<file path="src/rtl/ram_port_arbiter_if.sv">
// Bundle of the two requester ports, the shared RAM port and the grant counters.
// The arbiter takes the slave view; clients, the RAM and monitors take the master view.
interface ram_port_arbiter_if #(
  parameter int ADDR_W = 4,
  parameter int DATA_W = 8,
  parameter int CNT_W  = 8
);
  logic              a_req;
  logic              a_we;
  logic [ADDR_W-1:0] a_addr;
  logic [DATA_W-1:0] a_wdata;
  logic              a_gnt;
  logic              a_rvalid;
  logic [DATA_W-1:0] a_rdata;

  logic              b_req;
  logic              b_we;
  logic [ADDR_W-1:0] b_addr;
  logic [DATA_W-1:0] b_wdata;
  logic              b_gnt;
  logic              b_rvalid;
  logic [DATA_W-1:0] b_rdata;

  logic              ram_we;
  logic [ADDR_W-1:0] ram_addr;
  logic [DATA_W-1:0] ram_din;
  logic [DATA_W-1:0] ram_dout;

  logic [CNT_W-1:0]  a_gnt_cnt;
  logic [CNT_W-1:0]  b_gnt_cnt;

  modport master (
    output a_req, a_we, a_addr, a_wdata,
    input  a_gnt, a_rvalid, a_rdata,
    output b_req, b_we, b_addr, b_wdata,
    input  b_gnt, b_rvalid, b_rdata,
    input  ram_we, ram_addr, ram_din,
    output ram_dout,
    input  a_gnt_cnt, b_gnt_cnt
  );

  modport slave (
    input  a_req, a_we, a_addr, a_wdata,
    output a_gnt, a_rvalid, a_rdata,
    input  b_req, b_we, b_addr, b_wdata,
    output b_gnt, b_rvalid, b_rdata,
    output ram_we, ram_addr, ram_din,
    input  ram_dout,
    output a_gnt_cnt, b_gnt_cnt
  );
endinterface

</file>
<file path="src/rtl/ram_port_arbiter.sv">
// Round-robin arbiter sharing one single-port synchronous RAM between requesters A and B,
// with per-port read return and saturating grant counters.
module ram_port_arbiter #(
  parameter int ADDR_W = 4,
  parameter int DATA_W = 8,
  parameter int CNT_W  = 8
) (
  input logic               clk,
  input logic               rst_n,
  ram_port_arbiter_if.slave bus
);

  function automatic logic [CNT_W-1:0] sat_inc(input logic [CNT_W-1:0] v);
    return (&v) ? v : v + CNT_W'(1);
  endfunction

  logic              prio;
  logic              gnt_a_p0;
  logic              gnt_b_p0;
  logic              rd_gnt_p0;
  logic              rd_pend_p1;
  logic              rd_port_p1;
  logic              a_rvalid_p1;
  logic              b_rvalid_p1;
  logic [DATA_W-1:0] a_rdata_q;
  logic [DATA_W-1:0] b_rdata_q;
  logic [CNT_W-1:0]  a_cnt;
  logic [CNT_W-1:0]  b_cnt;

  // Stage p0: request cycle, combinational grant and RAM drive
  always_comb begin
    gnt_a_p0  = rst_n & bus.a_req & (~bus.b_req | ~prio);
    gnt_b_p0  = rst_n & bus.b_req & (~bus.a_req |  prio);
    rd_gnt_p0 = (gnt_a_p0 & ~bus.a_we) | (gnt_b_p0 & ~bus.b_we);
  end

  assign bus.a_gnt    = gnt_a_p0;
  assign bus.b_gnt    = gnt_b_p0;
  assign bus.ram_we   = (gnt_a_p0 & bus.a_we) | (gnt_b_p0 & bus.b_we);
  assign bus.ram_addr = gnt_b_p0 ? bus.b_addr  : bus.a_addr;
  assign bus.ram_din  = gnt_b_p0 ? bus.b_wdata : bus.a_wdata;

  // Stage p1: RAM output valid, steer to the port that issued the read
  assign a_rvalid_p1  = rst_n & rd_pend_p1 & ~rd_port_p1;
  assign b_rvalid_p1  = rst_n & rd_pend_p1 &  rd_port_p1;
  assign bus.a_rvalid = a_rvalid_p1;
  assign bus.b_rvalid = b_rvalid_p1;
  assign bus.a_rdata  = a_rvalid_p1 ? bus.ram_dout : a_rdata_q;
  assign bus.b_rdata  = b_rvalid_p1 ? bus.ram_dout : b_rdata_q;
  assign bus.a_gnt_cnt = a_cnt;
  assign bus.b_gnt_cnt = b_cnt;

  always_ff @(posedge clk) begin
    if (!rst_n) begin
      prio       <= 1'b0;
      rd_pend_p1 <= 1'b0;
      a_rdata_q  <= '0;
      b_rdata_q  <= '0;
      a_cnt      <= '0;
      b_cnt      <= '0;
    end else begin
      if (gnt_a_p0)      prio <= 1'b1;
      else if (gnt_b_p0) prio <= 1'b0;
      rd_pend_p1 <= rd_gnt_p0;
      if (a_rvalid_p1) a_rdata_q <= bus.ram_dout;
      if (b_rvalid_p1) b_rdata_q <= bus.ram_dout;
      if (gnt_a_p0) a_cnt <= sat_inc(a_cnt);
      if (gnt_b_p0) b_cnt <= sat_inc(b_cnt);
    end
  end

  // Port tag is only meaningful while rd_pend_p1 is set, so it needs no reset
  always_ff @(posedge clk) begin
    if (rd_gnt_p0) rd_port_p1 <= gnt_b_p0;
  end

endmodule

</file>
<file path="src/flat_wrapper.sv">
// flat-port wrapper written by rule: the top's interface ports become plain ports
module ram_port_arbiter_flat 
#(
  parameter int ADDR_W = 4,
  parameter int DATA_W = 8,
  parameter int CNT_W  = 8
)
  (clk, rst_n, bus_a_req, bus_a_we, bus_a_addr, bus_a_wdata, bus_a_gnt, bus_a_rvalid, bus_a_rdata, bus_b_req, bus_b_we, bus_b_addr, bus_b_wdata, bus_b_gnt, bus_b_rvalid, bus_b_rdata, bus_ram_we, bus_ram_addr, bus_ram_din, bus_ram_dout, bus_a_gnt_cnt, bus_b_gnt_cnt);
  ram_port_arbiter_if #(.ADDR_W(ADDR_W), .DATA_W(DATA_W), .CNT_W(CNT_W)) bus_i ();
  input logic clk;
  input logic rst_n;
  input wire logic [$bits(bus_i.a_req)-1:0] bus_a_req;
  input wire logic [$bits(bus_i.a_we)-1:0] bus_a_we;
  input wire logic [$bits(bus_i.a_addr)-1:0] bus_a_addr;
  input wire logic [$bits(bus_i.a_wdata)-1:0] bus_a_wdata;
  output wire logic [$bits(bus_i.a_gnt)-1:0] bus_a_gnt;
  output wire logic [$bits(bus_i.a_rvalid)-1:0] bus_a_rvalid;
  output wire logic [$bits(bus_i.a_rdata)-1:0] bus_a_rdata;
  input wire logic [$bits(bus_i.b_req)-1:0] bus_b_req;
  input wire logic [$bits(bus_i.b_we)-1:0] bus_b_we;
  input wire logic [$bits(bus_i.b_addr)-1:0] bus_b_addr;
  input wire logic [$bits(bus_i.b_wdata)-1:0] bus_b_wdata;
  output wire logic [$bits(bus_i.b_gnt)-1:0] bus_b_gnt;
  output wire logic [$bits(bus_i.b_rvalid)-1:0] bus_b_rvalid;
  output wire logic [$bits(bus_i.b_rdata)-1:0] bus_b_rdata;
  output wire logic [$bits(bus_i.ram_we)-1:0] bus_ram_we;
  output wire logic [$bits(bus_i.ram_addr)-1:0] bus_ram_addr;
  output wire logic [$bits(bus_i.ram_din)-1:0] bus_ram_din;
  input wire logic [$bits(bus_i.ram_dout)-1:0] bus_ram_dout;
  output wire logic [$bits(bus_i.a_gnt_cnt)-1:0] bus_a_gnt_cnt;
  output wire logic [$bits(bus_i.b_gnt_cnt)-1:0] bus_b_gnt_cnt;
  assign bus_i.a_req = bus_a_req;
  assign bus_i.a_we = bus_a_we;
  assign bus_i.a_addr = bus_a_addr;
  assign bus_i.a_wdata = bus_a_wdata;
  assign bus_a_gnt = bus_i.a_gnt;
  assign bus_a_rvalid = bus_i.a_rvalid;
  assign bus_a_rdata = bus_i.a_rdata;
  assign bus_i.b_req = bus_b_req;
  assign bus_i.b_we = bus_b_we;
  assign bus_i.b_addr = bus_b_addr;
  assign bus_i.b_wdata = bus_b_wdata;
  assign bus_b_gnt = bus_i.b_gnt;
  assign bus_b_rvalid = bus_i.b_rvalid;
  assign bus_b_rdata = bus_i.b_rdata;
  assign bus_ram_we = bus_i.ram_we;
  assign bus_ram_addr = bus_i.ram_addr;
  assign bus_ram_din = bus_i.ram_din;
  assign bus_i.ram_dout = bus_ram_dout;
  assign bus_a_gnt_cnt = bus_i.a_gnt_cnt;
  assign bus_b_gnt_cnt = bus_i.b_gnt_cnt;
  ram_port_arbiter #(.ADDR_W(ADDR_W), .DATA_W(DATA_W), .CNT_W(CNT_W)) u_core (.clk(clk), .rst_n(rst_n), .bus(bus_i));
endmodule
</file>
<file path="config.mk">
export PLATFORM = sky130hd
export DESIGN_NAME = ram_port_arbiter_flat
export DESIGN_NICKNAME = d
export VERILOG_FILES = /design/src/rtl/ram_port_arbiter_if.sv /design/src/rtl/ram_port_arbiter.sv /design/src/flat_wrapper.sv
export SDC_FILE = /design/constraint.sdc
export NUM_CORES = 1
export LEC_CHECK = 0
export BUFFER_PORTS_ARGS = -buffer_cell sky130_fd_sc_hd__buf_4
export CAP_MARGIN = 20
export CORE_ASPECT_RATIO = 0.9
export CORE_MARGIN = 1
export CORE_UTILIZATION = 50
export CTS_BUF_LIST = sky130_fd_sc_hd__clkbuf_4
export DETAILED_ROUTE_END_ITERATION = 8
export GPL_ROUTABILITY_DRIVEN = 1
export PLACE_DENSITY = 0.85
export SYNTH_ARGS = -nofsm -noshare
export SYNTH_HDL_FRONTEND = slang
export SYNTH_SLANG_ARGS = --single-unit
</file>
<file path="constraint.sdc">
create_clock -name clk -period 2 [get_ports clk]
set_input_delay 0.3 -clock clk [delete_from_list [all_inputs] [get_ports clk]]
set_output_delay 0.3 -clock clk [all_outputs]
set_load 0.005 [all_outputs]
</file>
==> run metrics <==
Num CTS Buffers 5; Syn Std Cell Area about 1700 um^2; final WL ~4.5 mm; leak pwr around 1.2 nW; Tot GR Track Use 0.254; die width about 64 um; RR Startpoint u_core.bus.a_gnt_cnt[0]; IO Pins between 80 and 90; Design Power 0.00150 W; Min-Delay Path Depth 2; Clk Latency, worst-skew pair around 0.35 ns; Unique masters post-synth 40; Nets about 300; Iteration-0 DRC Markers between 70 and 80; Mapped Cells roughly 170; Clock power frac 0.345; critical path, cell by cell nand2b_2 > nand3_4 > mux2_2 > buf_4; Area Growth Syn to Fin 46.3%; CP max stage cell dfxtp_1; DR WL/cell roughly 15 um; M2 GR Usage 0.459; IR drop worst, VDD roughly 0.00045 V; startpoint types flip-flop; top-count cell post-synth dfxtp_1; Filler cells approximately 230; Post-synth top cells 34 x dfxtp_1, 24 x mux2_2, 17 x and2_1; worst reg2reg path depth 5; DP Worst Slack slightly below 0.3 ns; H-Tree Depth 2; number of synthesized flops with an enable pin 1; Synth warnings 0; Clock Sinks 35; global-route wire length before repair around 7 mm; PD cells approximately 600 nW/um^2; # diodes 0; top cell type by total area after synthesis dfxtp_1; #FFs+latches synth 35; die height a little under 60 um; gr ovfl total 0; Slew HR 0.721; max cap viols 0; async set-reset flop share out of synthesis 0; Initial Util 0.543; die area roughly 3700 um^2; Reg power frac 0.493; final period utilization 0.954; TritonRoute pass-1 iters 4; Slew @ Worst Pin 0.418 ns; Cell Int Power 0.00113 W; Setup violations, final 0; CORE AREA approximately 3200 um^2; Hold Fails Final Rpt 0; nature of the critical path endpoint output pin; Mapped Nets 208; Vias around 1.7k; buffer depth of the longest clock path 2; slowest stage delay, CP about 0.38 ns; max-slew violations 0; CTS root buf clkbuf_4; WP data arrival between 1.5 and 2 ns; global route hottest layer met2; Largest delay share family, worst path simple AND/OR/NAND/NOR gates; fmax ~520 MHz; hpwl dp 3.30 mm; WS Path Type reg -> out; Rows 19; Gate power share 0.162; Max FO, Critical Path 8; met1 Usage GRT 0.287; critical path required time between 1.5 and 2 ns; register area share after synthesis 0.414; reg-to-reg setup timing slack around 0.4 ns; drt drc 0; crit path launch u_core.prio; worst min path class in -> reg; Area contributors post-synth dfxtp_1 40%, mux2_2 16%, and2_1 6.2%; met3 GRT Util 0.0540; status completed; Buf/Inv on CP 1; Reg clk slew, reported paths about 0.10 ns; Post-Route Skew around 0.013 ns; WHS Endpoint u_core.rd_pend_p1; hold path startpoint bus_b_we; ys flop type dfxtp_1; Post-DRT Antenna Nets 0; ratio of cells with drive above 1 in the final layout 0.514; Hold Buf Count CTS 0; switching share of power 0.244; min Tclk post-route approximately 1.9 ns; setup tns final 0 ns; final setup margin roughly 0.093 ns; antenna violations before repair 0; GP Congestion around 0.77; Switch Pwr between 0.0003 and 0.0004 W; Synth top area share 0.396; CTS tree yes; number of global-route vias before repair 1604; Mean Syn Cell Area 10.2 um^2; RSZ-0062 raised after global routing no; largest net degree at the start of global routing 19; # port buffers 86; vias per cell ~5.6; postcts setup bufs 0; worst reg2reg path endpoint u_core.bus.a_gnt_cnt[1]
[registers in the layout, summed over array words and instances (netlist names)]
| register | count |
|---|---|
| u_core.bus.b_gnt_cnt | 8 |
| u_core.prio | 1 |
| u_core.rd_pend_p1 | 1 |
| u_core.b_rdata_q | 8 |
| u_core.bus.a_gnt_cnt | 8 |
| u_core.a_rdata_q | 8 |
| u_core.rd_port_p1 | 1 |
[cells in the final DEF, fill, tap and decap left out, drive strengths merged]
master,n
mux2,28
clkinv,3
nand4,4
buf,89
nor3b,1
nor2,3
nand3,10
dfxtp,34
a211oi,1
and4b,1
nor3,4
a31o,2
nand3b,1
edfxtp,1
o21ai,2
and4,3
ha,2
a21o,1
o22ai,2
clkbuf,5
nand2b,2
and3,6
and2,17
and3b,1
bufinv,1
a31oi,5
a21oi,7
nand2,10
nor2b,1
mux2i,3
a22o,1
o221a,1
inv,4
a311oi,3
[worst max-delay path by stage]
stage | to | slack, ns | cells past startpoint
2_1_floorplan | bus_ram_addr[0] | 0.56 | 4
3_3_place_gp | bus_ram_din[4] | 0.32 | 4
3_5_place_dp | bus_ram_we | 0.29 | 5
4_1_cts | bus_ram_din[5] | 0.04 | 4
5_1_grt | bus_ram_din[1] | 0.03 | 4
6_report | bus_ram_din[5] | 0.09 | 4
[cells by family after synthesis]
logic type | count (synthesis) | synth area share
adder cells (fa/ha/maj) | 2 | 0.0146
AND/OR/NAND/NOR | 63 | 0.238
flip-flops | 35 | 0.414
buffers and inverters | 12 | 0.0320
multiplexers | 31 | 0.201
AO/OA/AOI/OAI | 25 | 0.101
[layer usage]
| layer | wire [um] | up-vias |
|---|---|---|
| li1 | - | 795 |
| met1 | 1680 | 779 |
| met2 | 2320 | 100 |
| met3 | 389 | 15 |
| met4 | 103 | 0 |
| met5 | 0 | - |
[power groups by stage]
stage | Combinational, W | Clock (W) | Sequential (W)
floorplan | 0.0000947 | 0 | 0.000749
global route | 0.000262 | 0.000556 | 0.000739
CTS | 0.000237 | 0.000520 | 0.000737
detailed placement | 0.000234 | 0 | 0.000753
global placement | 0.000228 | 0 | 0.000751
finish | 0.000242 | 0.000516 | 0.000738
[stage by stage]
step / utilization / hold WS (ns) / std cells / instance area (um^2)
floorplan: - / 0.394 / 168 / 1720
global placement: 0.760 / 0.487 / 292 / 2400
detailed placement: 0.760 / 0.502 / 292 / 2400
CTS: 0.788 / 0.140 / 300 / 2490
global route: 0.795 / 0.157 / 301 / 2510
finish: 0.795 / 0.151 / 301 / 2510
[worst reg2reg max path, stage by stage, from the launching register on]
cell,delay [ns]
dfxtp_1,0.42
ha_1,0.23
and2_1,0.25
nand4_1,0.18
and3_1,0.23
a31o_2,0.20
[repair_timing]
item | in CTS | in global routing
pin swaps | 0 | 1
gates resized for setup | 1 | 3
endpoints found under the setup margin | 13 | 13
cloned | 0 | 1
[final cells by class]
cell class | instances | area (um^2) | share of cell area
Multi-Input combinational cell | 122 | 980 | 0.390
Sequential cell | 35 | 711 | 0.283
Timing Repair Buffer | 89 | 668 | 0.266
Tap cell | 42 | 52.6 | 0.0209
Clock inverter | 3 | 43.8 | 0.0174
Clock buffer | 5 | 37.5 | 0.0149
Inverter | 5 | 21.3 | 0.00846
(Power assumes the default switching activity.)
